`src/rtl/uart_rx.sv`:
```
// uart_rx: 8N1 serial receiver with 2-flop input synchronizer, mid-bit sampling and an output buffer.
// Define UART_RX_FIFO_EN for a 4-entry FIFO buffer; by default a single holding register is used.
module uart_rx #(
  parameter int BAUD_DIV = 434
) (
  input  logic       clk,
  input  logic       resetn,
  input  logic       rx,
  output logic [7:0] data,
  output logic       valid,
  input  logic       ready,
  output logic       frame_err,
  output logic       overrun
);
  typedef enum logic [1:0] {S_IDLE, S_START, S_DATA, S_STOP} state_e;

  localparam logic [15:0] HALF_LD = 16'(BAUD_DIV / 2 - 1);
  localparam logic [15:0] FULL_LD = 16'(BAUD_DIV - 1);

  logic        rx_meta_q, rxs_q;
  state_e      state_q, state_d;
  logic [15:0] cnt_q, cnt_d;
  logic [2:0]  idx_q, idx_d;
  logic [7:0]  shift_q, shift_d;
  logic        brk_q, brk_d;
  logic        frame_err_q, overrun_q;
  logic        cnt_zero, push, fe_d, ov_d, pop;

  assign cnt_zero  = (cnt_q == 16'd0);
  assign pop       = valid && ready;
  assign frame_err = frame_err_q;
  assign overrun   = overrun_q;

  always_ff @(posedge clk or negedge resetn) begin
    if (!resetn) begin
      rx_meta_q <= 1'b1;
      rxs_q     <= 1'b1;
    end else begin
      rx_meta_q <= rx;
      rxs_q     <= rx_meta_q;
    end
  end

  always_ff @(posedge clk or negedge resetn) begin
    if (!resetn) state_q <= S_IDLE;
    else         state_q <= state_d;
  end

  always_comb begin
    state_d = state_q;
    case (state_q)
      S_IDLE:  if (!rxs_q) state_d = S_START;
      S_START: if (cnt_zero) state_d = rxs_q ? S_IDLE : S_DATA;
      S_DATA:  if (cnt_zero && idx_q == 3'd7) state_d = S_STOP;
      S_STOP:  if (rxs_q && (brk_q || cnt_zero)) state_d = S_IDLE;
      default: state_d = S_IDLE;
    endcase
  end

  // brk_q marks a bad stop bit already reported; wait for the line to return high
  always_comb begin
    cnt_d   = cnt_q;
    idx_d   = idx_q;
    shift_d = shift_q;
    brk_d   = brk_q;
    push    = 1'b0;
    fe_d    = 1'b0;
    case (state_q)
      S_IDLE: if (!rxs_q) cnt_d = HALF_LD;
      S_START: begin
        if (!cnt_zero) cnt_d = cnt_q - 16'd1;
        else if (!rxs_q) begin
          cnt_d = FULL_LD;
          idx_d = 3'd0;
        end
      end
      S_DATA: begin
        if (!cnt_zero) cnt_d = cnt_q - 16'd1;
        else begin
          shift_d[idx_q] = rxs_q;
          cnt_d          = FULL_LD;
          idx_d          = idx_q + 3'd1;
        end
      end
      S_STOP: begin
        if (brk_q) begin
          if (rxs_q) brk_d = 1'b0;
        end else if (!cnt_zero) cnt_d = cnt_q - 16'd1;
        else if (rxs_q) push = 1'b1;
        else begin
          fe_d  = 1'b1;
          brk_d = 1'b1;
        end
      end
      default: ;
    endcase
  end

  always_ff @(posedge clk or negedge resetn) begin
    if (!resetn) begin
      cnt_q       <= 16'd0;
      idx_q       <= 3'd0;
      shift_q     <= 8'h00;
      brk_q       <= 1'b0;
      frame_err_q <= 1'b0;
      overrun_q   <= 1'b0;
    end else begin
      cnt_q       <= cnt_d;
      idx_q       <= idx_d;
      shift_q     <= shift_d;
      brk_q       <= brk_d;
      frame_err_q <= fe_d;
      overrun_q   <= ov_d;
    end
  end

`ifdef UART_RX_FIFO_EN
  logic [7:0] mem_q [4];
  logic [1:0] wptr_q, rptr_q;
  logic [2:0] fcnt_q;
  logic       full, accept;

  assign full   = (fcnt_q == 3'd4);
  assign accept = push && (!full || pop);
  assign ov_d   = push && full && !pop;
  assign valid  = (fcnt_q != 3'd0);
  assign data   = mem_q[rptr_q];

  always_ff @(posedge clk or negedge resetn) begin
    if (!resetn) begin
      for (int i = 0; i < 4; i++) mem_q[i] <= 8'h00;
      wptr_q <= 2'd0;
      rptr_q <= 2'd0;
      fcnt_q <= 3'd0;
    end else begin
      if (accept) begin
        mem_q[wptr_q] <= shift_q;
        wptr_q        <= wptr_q + 2'd1;
      end
      if (pop) rptr_q <= rptr_q + 2'd1;
      fcnt_q <= fcnt_q + {2'b00, accept} - {2'b00, pop};
    end
  end
`else
  logic [7:0] hold_q;
  logic       hold_vld_q, accept;

  assign accept = push && (!hold_vld_q || pop);
  assign ov_d   = push && hold_vld_q && !pop;
  assign valid  = hold_vld_q;
  assign data   = hold_q;

  always_ff @(posedge clk or negedge resetn) begin
    if (!resetn) begin
      hold_q     <= 8'h00;
      hold_vld_q <= 1'b0;
    end else if (accept) begin
      hold_q     <= shift_q;
      hold_vld_q <= 1'b1;
    end else if (pop) begin
      hold_vld_q <= 1'b0;
    end
  end
`endif

endmodule

```
`config.mk`:
```
export PLATFORM = sky130hd
export DESIGN_NAME = uart_rx
export DESIGN_NICKNAME = d
export VERILOG_FILES = /design/src/rtl/uart_rx.sv
export SDC_FILE = /design/constraint.sdc
export NUM_CORES = 1
export LEC_CHECK = 0
export ABC_AREA = 1
export BUFFER_PORTS_ARGS = -buffer_cell sky130_fd_sc_hd__clkbuf_2
export CAP_MARGIN = 20
export CORE_MARGIN = 3
export CORE_UTILIZATION = 35
export CTS_CLUSTER_SIZE = 8
export DETAILED_ROUTE_END_ITERATION = 16
export PLACE_DENSITY = 0.54
export SYNTH_ARGS = -nofsm -noshare
export SYNTH_HDL_FRONTEND = slang
export SYNTH_SLANG_ARGS = --single-unit
```
`constraint.sdc`:
```
create_clock -name clk -period 1.5 [get_ports clk]
set_input_delay 0.075 -clock clk [delete_from_list [all_inputs] [get_ports clk]]
set_output_delay 0.075 -clock clk [all_outputs]
set_load 0.1 [all_outputs]
```
Word level (Yosys, flattened, before mapping) --
Cells that the tools add are included.
Word-level totals: register bits 43, latch bits 0, RAM bits 0, bits in read-only memories 0, input port bits 4, output and inout bits 11, word-level logic and storage cells 78, memories 0
Cells by class: add/subtract/negate cells 2, $mul 0, div/mod/pow operators 0, magnitude comparators 2, equal/unequal tests 13, shift-type cells 0, muxes and demuxes 31, bitwise gates (word level) 0, reductions and logical operators 19
Operators by type and width (number):
- $mux 16 | 6
- $pmux 16 s4 | 1
- $logic_not 16->1 | 1
- $ne 2x2->1 const B | 8
- $sub 16x1->16 const B | 1
- $mux 1 | 12
- $reduce_and 4->1 | 3
- $mux 2 | 5
- $mux 3 | 3
- $bwmux 8 | 1
- $pmux 2 s4 | 1
- $logic_and 1x1->1 | 7
- $pmux 3 s2 | 1
- $eq 2x2->1 const B | 2
- $lt 3x4->1 const B | 1
- $reduce_bool 2->1 | 2
- $add 3x1->3 const B | 1
- $demux 1 s3 | 1
- $eq 3x3->1 const B | 1
- $ge 3x1->1 const B | 1
- $ne 3x3->1 const B | 1
- $eq 2x1->1 const B | 1
- $logic_not 1->1 | 2
- $logic_not 2->1 | 1
- 2 further kinds | 3

Depth between registers and ports, before layout --
Gate-level depths: netlist of the first run.
depth in word-level cells 6, depth in mapped cells 11, depth with buffers taken out 11

Least setup slack after synthesis of the first run --
Ideal clock, no wire load.
kind reg-to-reg, from register hold_vld_q, in the netlist valid, to register hold_q[0], in the netlist data[0], setup time 0.067 ns, arrival 1.627 ns, slack -0.194 ns, cell stages (with the launch flop) 7, path buffers 0, cells stage by stage dfrtp_1 > inv_1 > nor2_1 > inv_1 > nand3_1 > nand2_1 > nand2_1
Between the ends: longest elaborated chain between the ends 3
Ends and longest elaborated chain:
- start, declared | line 146 | logic hold_vld_q, accept;
- start signal, assigned | line 156 | hold_vld_q <= 1'b0;
- start signal, assigned | line 159 | hold_vld_q <= 1'b1;
- start signal, assigned | line 161 | hold_vld_q <= 1'b0;
- $logic_not 1->1 or $logic_and 1x1->1 (tied branches) | line 148, 30
- $logic_or 1x1->1 * | line 148 | assign accept = push && (!hold_vld_q || pop);
- $logic_and 1x1->1 * | line 148
- end signal, assigned | line 158 | hold_q <= shift_q;
- end, declared | line 145 | logic [7:0] hold_q;
Every way passes the cells marked *; elsewhere a longest branch is shown, timed or not. A chain may end at the register's enable or synchronous reset.

Worst setup path in the final report of the first run --
from register cnt_q[0], to register cnt_q[1]
Between the ends: longest elaborated chain between the ends 4
Ends and longest elaborated chain:
- start, declared | line 22 | logic [15:0] cnt_q, cnt_d;
- start signal, assigned | line 108 | cnt_q <= cnt_d;
- $sub 16x1->16 | line 71, 78, 88
- $mux 16 | line 88 | end else if (!cnt_zero) cnt_d = cnt_q - 16'd1;
- $mux 16 | line 86 | if (brk_q) begin
- $pmux 16 s4 | line 68 | case (state_q)
Several ways; a longest one is shown, not always the timed one. The select of a mux whose other input is x is not followed.

==> results of run 1 <==
==> what timing repair did <==
action	CTS	global route
gates cloned	3	0
pin swaps	17	33
setup buffers	4	2
resized for setup	20	34
hold buffers	2	0
endpoints found under the setup margin	39	39
hold endpoints to repair	42	0
==> how the worst min path moves through the flow <==
stage                 from                         end  slack, ps  cells past startpoint
floorplan           resetn  asynchronous set/reset pin       -220                      0
global placement        rx                   rx_meta_q        170                      1
detailed placement      rx                   rx_meta_q        160                      1
CTS                  ready                     overrun        120                      4
global route         ready                     overrun        200                      4
finish               ready                     overrun        180                      4
==> cell usage after synthesis (3+ instances only) <==
library cell  number
a21oi_1            7
clkbuf_1           3
dfrtp_1           41
ha_1               9
inv_1             35
nand2_1          118
nand2_2            4
nand3_1           39
nand4_1            8
nor2_1            40
nor2_2             4
nor2_4             3
o21ai_0           22
==> cell type report <==
| cell class | count | area, µm² |
|---|---|---|
| Clock buffer | 5 | 68.82 |
| Clock inverter | 3 | 25.02 |
| Fill cell | 692 | 3467 |
| Inverter | 36 | 140.1 |
| Multi-Input combinational cell | 268 | 1490 |
| Sequential cell | 43 | 1080 |
| Tap cell | 96 | 120.1 |
| Timing Repair Buffer | 72 | 546.8 |
| Timing Repair inverter | 1 | 6.256 |
==> worst reg2reg max path, stage by stage, from the launching register on <==
cell and delay [ps]:
dfrtp_1 370, inv_2 60, ha_4 170, nand3_4 80
nor2_4 40, nand2_4 140, nor3_4 60, buf_12 150
nor2_4 250, inv_4 120, nand2_1 80, nand2_1 50
==> routing by layer <==
metal  vias to the layer above  wire, µm  track usage, %
li1                       1276         -               -
met2                        55      2898           24.95
met3                         8       397           2.983
met4                         0        97           5.276
met1                      1135      3249           24.59
met5                         -         0               0
==> through the flow <==
| step | hold slack, ps | setup slack (ps) | utilization [%] | TNS (ps) | instances |
|---|---|---|---|---|---|
| floorplan | -220.6 | -98.93 | - | -902.7 | 352 |
| global placement | 167.7 | -189.6 | 44.96 | -4039 | 506 |
| detailed placement | 164.6 | -233.6 | 44.96 | -5207 | 506 |
| CTS | 120.4 | -170.4 | 48.36 | -4265 | 523 |
| global route | 197.2 | -281.3 | 50.07 | -8241 | 524 |
| finish | 177.3 | -169.9 | 50.07 | -3545 | 524 |
==> cells by family after synthesis <==
family	Yosys count	share of synthesized area (%)
AO/OA/AOI/OAI	31	6.147
XOR/XNOR	4	1.366
adder cells (fa/ha/maj)	9	4.390
buffers and inverters	43	7.415
flip-flops	43	42.05
AND/OR/NAND/NOR	222	38.63
==> state kept, by name (all words and copies together), names as in the netlist, named ones only <==
register and flops:
cnt_q 16, rxs_q 1, state_q 1, valid 1, overrun 1, brk_q 1, rx_meta_q 1, shift_q 8
idx_q 3, data 8, frame_err 1
==> power by group through the flow <==
stage / sequential (W) / clock [W] / combinational, W
4_1_cts: 0.00117 / 0.000807 / 0.0000472
5_1_grt: 0.00117 / 0.000858 / 0.0000542
6_report: 0.00116 / 0.000771 / 0.0000466
3_3_place_gp: 0.00119 / 0 / 0.0000426
3_5_place_dp: 0.00119 / 0 / 0.0000423
2_1_floorplan: 0.00119 / 0 / 0.00000704
==> reports/metrics.csv, run 1 <==
metric;value;unit
r2r setup slk;-170;ps
Crit Path Class;reg -> reg;
number of synthesized register bits;43;
Max FO, Critical Path;8;
violated checks;setup timing;
top cell type's share of synthesized area;40.00;%
Mean Syn Cell Area;7.287;µm²
Power Density;570.1;mW/mm²
Die Ht;91.61;µm
# rows;30;
Syn Inst Count;352;
Reg clk slew, reported paths;90;ps
slew margin rel.;63.54;%
Clock Skew;11.45;ps
final wirelength;6.642;mm
Ys Warns;0;
nets;440;
ANT nets after route;0;
ANT cells;0;
GRT Util Overall;16.79;%
asr flop ratio synth;100.0;%
Critical Path Stages;11;
unrepaired setup endpoints after global routing;yes;
worst-path cell chain;inv_2, ha_4, nand3_4, nor2_4, nand2_4, nor3_4, buf_12, nor2_4, inv_4, nand2_1, nand2_1;
Initial Util;36.94;%
Final period util;111.3;%
clock sinks;43;
Clock Latency Late Sink;310;ps
die area;0.008391;mm²
Clk pwr share;38.9;%
Pint;0.001508;W
Switching Share;23.91;%
Period minus WS final;1670;ps
FF-to-FF End;cnt_q[1];
cell taking the most area after synthesis;dfrtp_1;
Critical Path Source;cnt_q[0];
total global routing overflow;0;
HPWL Detailed;4.583;mm
PortBufs;14;
Ports;15;
Post-synth EDFFs;0;
CP Capture Type;flop;
Yosys cell types;27;
max-cap violation count;0;
vias in the first global route;2314;
final instance area;0.003477;mm²
overall power;0.001982;W
commonest non-fill, non-tap cell in the layout;nand2_1;
Post-Syn Area;0.002565;mm²
CTS tree;done;
CP delay by family, top;simple AND/OR/NAND/NOR gates;
Top FF cell, synth;dfrtp_1;
# setup viols final;36;
Final Slew Violations;0;
Seq/Total Area, Yosys;42.05;%
status;complete, but fails checks;
area grow syn2layout;35.56;%
Synth area leaders;dfrtp_1, nand2_1, nand3_1;
final hold vios;0;
gpl congestion;0.8378;
initial antenna violation count;0;
Die Wd;91.61;µm
worst IR drop on VDD;0.3410;mV
routed vias;2474;
drt first pass iters;4;
largest net degree at the start of global routing;44;
share of layout cells above drive strength 1;31.54;%
Least-Margin Pin Slew;546.9;ps
DR iter-0 viols;120;
NetSw;0.0004740;W
Bufs and invs on worst path;3;
critical path's slowest cell;dfrtp_1;
vias per cell;4.721;
first-pass GRT wire length;11.20;mm
max frequency;598.9;MHz
sequential fraction of design power;58.8;%
total core area;0.006944;mm²
commonest cells after routing, fill and taps aside;nand2_1, buf_4, dfrtp_1, nand3_1, inv_1;
post-synthesis net count;365;
htree depth;2;
Routed WL per cell;12.68;µm
Logic pwr share;2.4;%
Critical Path Source Type;flop;
R2R cell count;11;
Worst Setup EP;cnt_q[1];
DRC;0;
CP peak stage delay;370;ps
crit path DAT;1880;ps
reg-to-reg startpoint;cnt_q[0];
required time worst endpoint;1710;ps
Hold Path Class;in -> reg;
Lkg Pwr;1.806;nW
Max Root-Sink Buffers;2;
final setup slack of the worst path;-169.9;ps
number of buffers created by CTS;5;
CTS root buf;clkbuf_8;
area of placed instances;0.003122;mm²
No activity file was read; power rests on OpenSTA's default activity.
==> inputs of run 2 (changes only) <==
--- a/config.mk
+++ b/config.mk
@@ -9,10 +9,12 @@
 export BUFFER_PORTS_ARGS = -buffer_cell sky130_fd_sc_hd__clkbuf_2
 export CAP_MARGIN = 20
 export CORE_MARGIN = 3
-export CORE_UTILIZATION = 35
+export CORE_UTILIZATION = 50
 export CTS_CLUSTER_SIZE = 8
 export DETAILED_ROUTE_END_ITERATION = 16
-export PLACE_DENSITY = 0.54
+export GPL_TIMING_DRIVEN = 0
+export PLACE_DENSITY = 0.71
+export SKIP_LAST_GASP = 1
 export SYNTH_ARGS = -nofsm -noshare
 export SYNTH_HDL_FRONTEND = slang
 export SYNTH_SLANG_ARGS = --single-unit
==> reports/metrics.csv, run 2 (same netlist as run 1, synthesis figures left out) <==
metric;value;unit
CP Capture Type;flop;
final hold vios;0;
Die Ht;77.63;µm
violated checks;setup timing;
gpl congestion;0.9244;
share of layout cells above drive strength 1;26.42;%
# setup viols final;37;
Clock Latency Late Sink;310;ps
slew margin rel.;58.60;%
ANT cells;0;
# rows;25;
PortBufs;14;
ANT nets after route;0;
Routed WL per cell;13.37;µm
number of buffers created by CTS;5;
final setup slack of the worst path;-174.3;ps
total global routing overflow;0;
area of placed instances;0.002756;mm²
CTS tree;done;
Logic pwr share;2.3;%
final cell count without fillers;472;
Initial Util;52.90;%
Crit Path Class;reg -> reg;
worst-path cell chain;inv_2, ha_4, nand2_1, nor2_1, nand3_1, nand3_2, nor2_4, clkinv_4, buf_12, nand2_1, nand2_1;
Ports;15;
largest net degree at the start of global routing;44;
Critical Path Source;cnt_q[0];
Lkg Pwr;1.702;nW
max-cap violation count;0;
drt first pass iters;4;
Die Wd;77.63;µm
vias per cell;5.208;
Period minus WS final;1674;ps
r2r setup slk;-170;ps
Cells after DPL;433;
DRC;0;
Pint;0.001674;W
vias in the first global route;2337;
Clock Skew;10.77;ps
critical path's slowest cell;dfrtp_1;
area grow syn2layout;27.07;%
required time worst endpoint;1700;ps
Max FO, Critical Path;10;
HPWL Detailed;4.036;mm
commonest non-fill, non-tap cell in the layout;nand2_1;
Critical Path Source Type;flop;
max reg flops;16;
total core area;0.004848;mm²
largest register by flop count;cnt_q;
htree depth;2;
CTS root buf;clkbuf_8;
hold path startpoint;ready;
routed vias;2458;
Power Density;657.3;mW/mm²
CP delay by family, top;simple AND/OR/NAND/NOR gates;
Least-Margin Pin Slew;621.1;ps
fill count;407;
DR iter-0 viols;184;
Reg clk slew, reported paths;90;ps
Clk pwr share;43.3;%
Final period util;111.6;%
reg-to-reg startpoint;cnt_q[0];
status;complete, but fails checks;
first-pass GRT wire length;10.78;mm
max frequency;597.3;MHz
worst IR drop on VDD;0.4483;mV
initial antenna violation count;0;
unrepaired setup endpoints after global routing;yes;
Worst path most repeated cell;nand2_1;
final wirelength;6.310;mm
crit path DAT;1870;ps
Bufs and invs on worst path;3;
CP peak stage delay;380;ps
Switching Share;21.84;%
clock sinks;43;
Hold Path Class;in -> reg;
sequential fraction of design power;54.3;%
nets;417;
commonest cells after routing, fill and taps aside;nand2_1, dfrtp_1, nor2_1, inv_1, nand3_1;
Max Root-Sink Buffers;2;
Final Slew Violations;0;
die area;0.006026;mm²
NetSw;0.0004678;W
GRT Util Overall;22.29;%
final instance area;0.003259;mm²
## run 2: cell count changes in the layout (fill, tap and decap cells not counted), sizes merged
cell / delta
buf: -23
bufinv: +1
clkbuf: +2
clkinv: +1
clkinvlp: -1
inv: -2
nor2: -1
## run 2: area by class of cell
| type | count | area, µm² | area share, % |
|---|---|---|---|
| Multi-Input combinational cell | 267 | 1450 | 44.49 |
| Sequential cell | 43 | 1081 | 33.17 |
| Timing Repair Buffer | 45 | 335.3 | 10.29 |
| Inverter | 36 | 140.1 | 4.299 |
| Tap cell | 67 | 83.83 | 2.572 |
| Clock buffer | 5 | 68.82 | 2.111 |
| Buffer | 6 | 56.30 | 1.727 |
| Clock inverter | 3 | 43.79 | 1.344 |
## run 2: per-layer routing
metal | up-vias | part of all wire [%] | global-route usage [%]
met3 | 9 | 4.9 | 3.944
met4 | 0 | 1.6 | 7.295
li1 | 1233 | - | -
met5 | - | 0 | 0
met2 | 70 | 47 | 35.87
met1 | 1146 | 46 | 30.37
## run 2: final timing paths
path	to	cells after the start
max	cnt_q[2]	11
min	overrun	4
max reg2reg	cnt_q[2]	11
min reg2reg	rxs_q	0
max in group asynchronous	rxs_q	3
min in group asynchronous	cnt_q[10]	2
## run 2: repair_timing
item | in CTS | in global routing
gates resized for setup | 39 | 13
endpoints found under the setup margin | 38 | 41
hold buffers | 2 | 0
hold endpoints to repair | 15 | 0
pin swaps | 22 | 11
setup buffers | 20 | 7
cloned | 2 | 0
## run 2: stage by stage
step | utilization, % | setup TNS, ps | hold WS (ps) | setup slack [ps] | power, W
finish | 67.23 | -4348 | 143.1 | -174.3 | 0.002142
CTS | 64.90 | -3873 | 121.4 | -143.6 | 0.002156
global route | 67.23 | -9450 | 192.4 | -298.0 | 0.002213
floorplan | - | -902.7 | -220.6 | -98.93 | 0.001194
global placement | 56.85 | -6919 | 164.6 | -283.6 | 0.001223
detailed placement | 56.85 | -7782 | 164.6 | -339.5 | 0.001224
## run 2: worst register-to-register path, stage by stage, from the launching register on
cell	delay, ps
dfrtp_1	380
inv_2	80
ha_4	170
nand2_1	60
nor2_1	60
nand3_1	100
nand3_2	110
nor2_4	240
clkinv_4	110
buf_12	160
nand2_1	50
nand2_1	50
## run 2: power by group through the flow
| stage | registers (W) | clock network [W] | logic [W] |
|---|---|---|---|
| 6_report | 0.00116 | 0.000929 | 0.0000494 |
| 3_5_place_dp | 0.00119 | 0 | 0.0000367 |
| 3_3_place_gp | 0.00119 | 0 | 0.0000361 |
| 2_1_floorplan | 0.00119 | 0 | 0.00000704 |
| 5_1_grt | 0.00117 | 0.000991 | 0.0000567 |
| 4_1_cts | 0.00116 | 0.000950 | 0.0000414 |
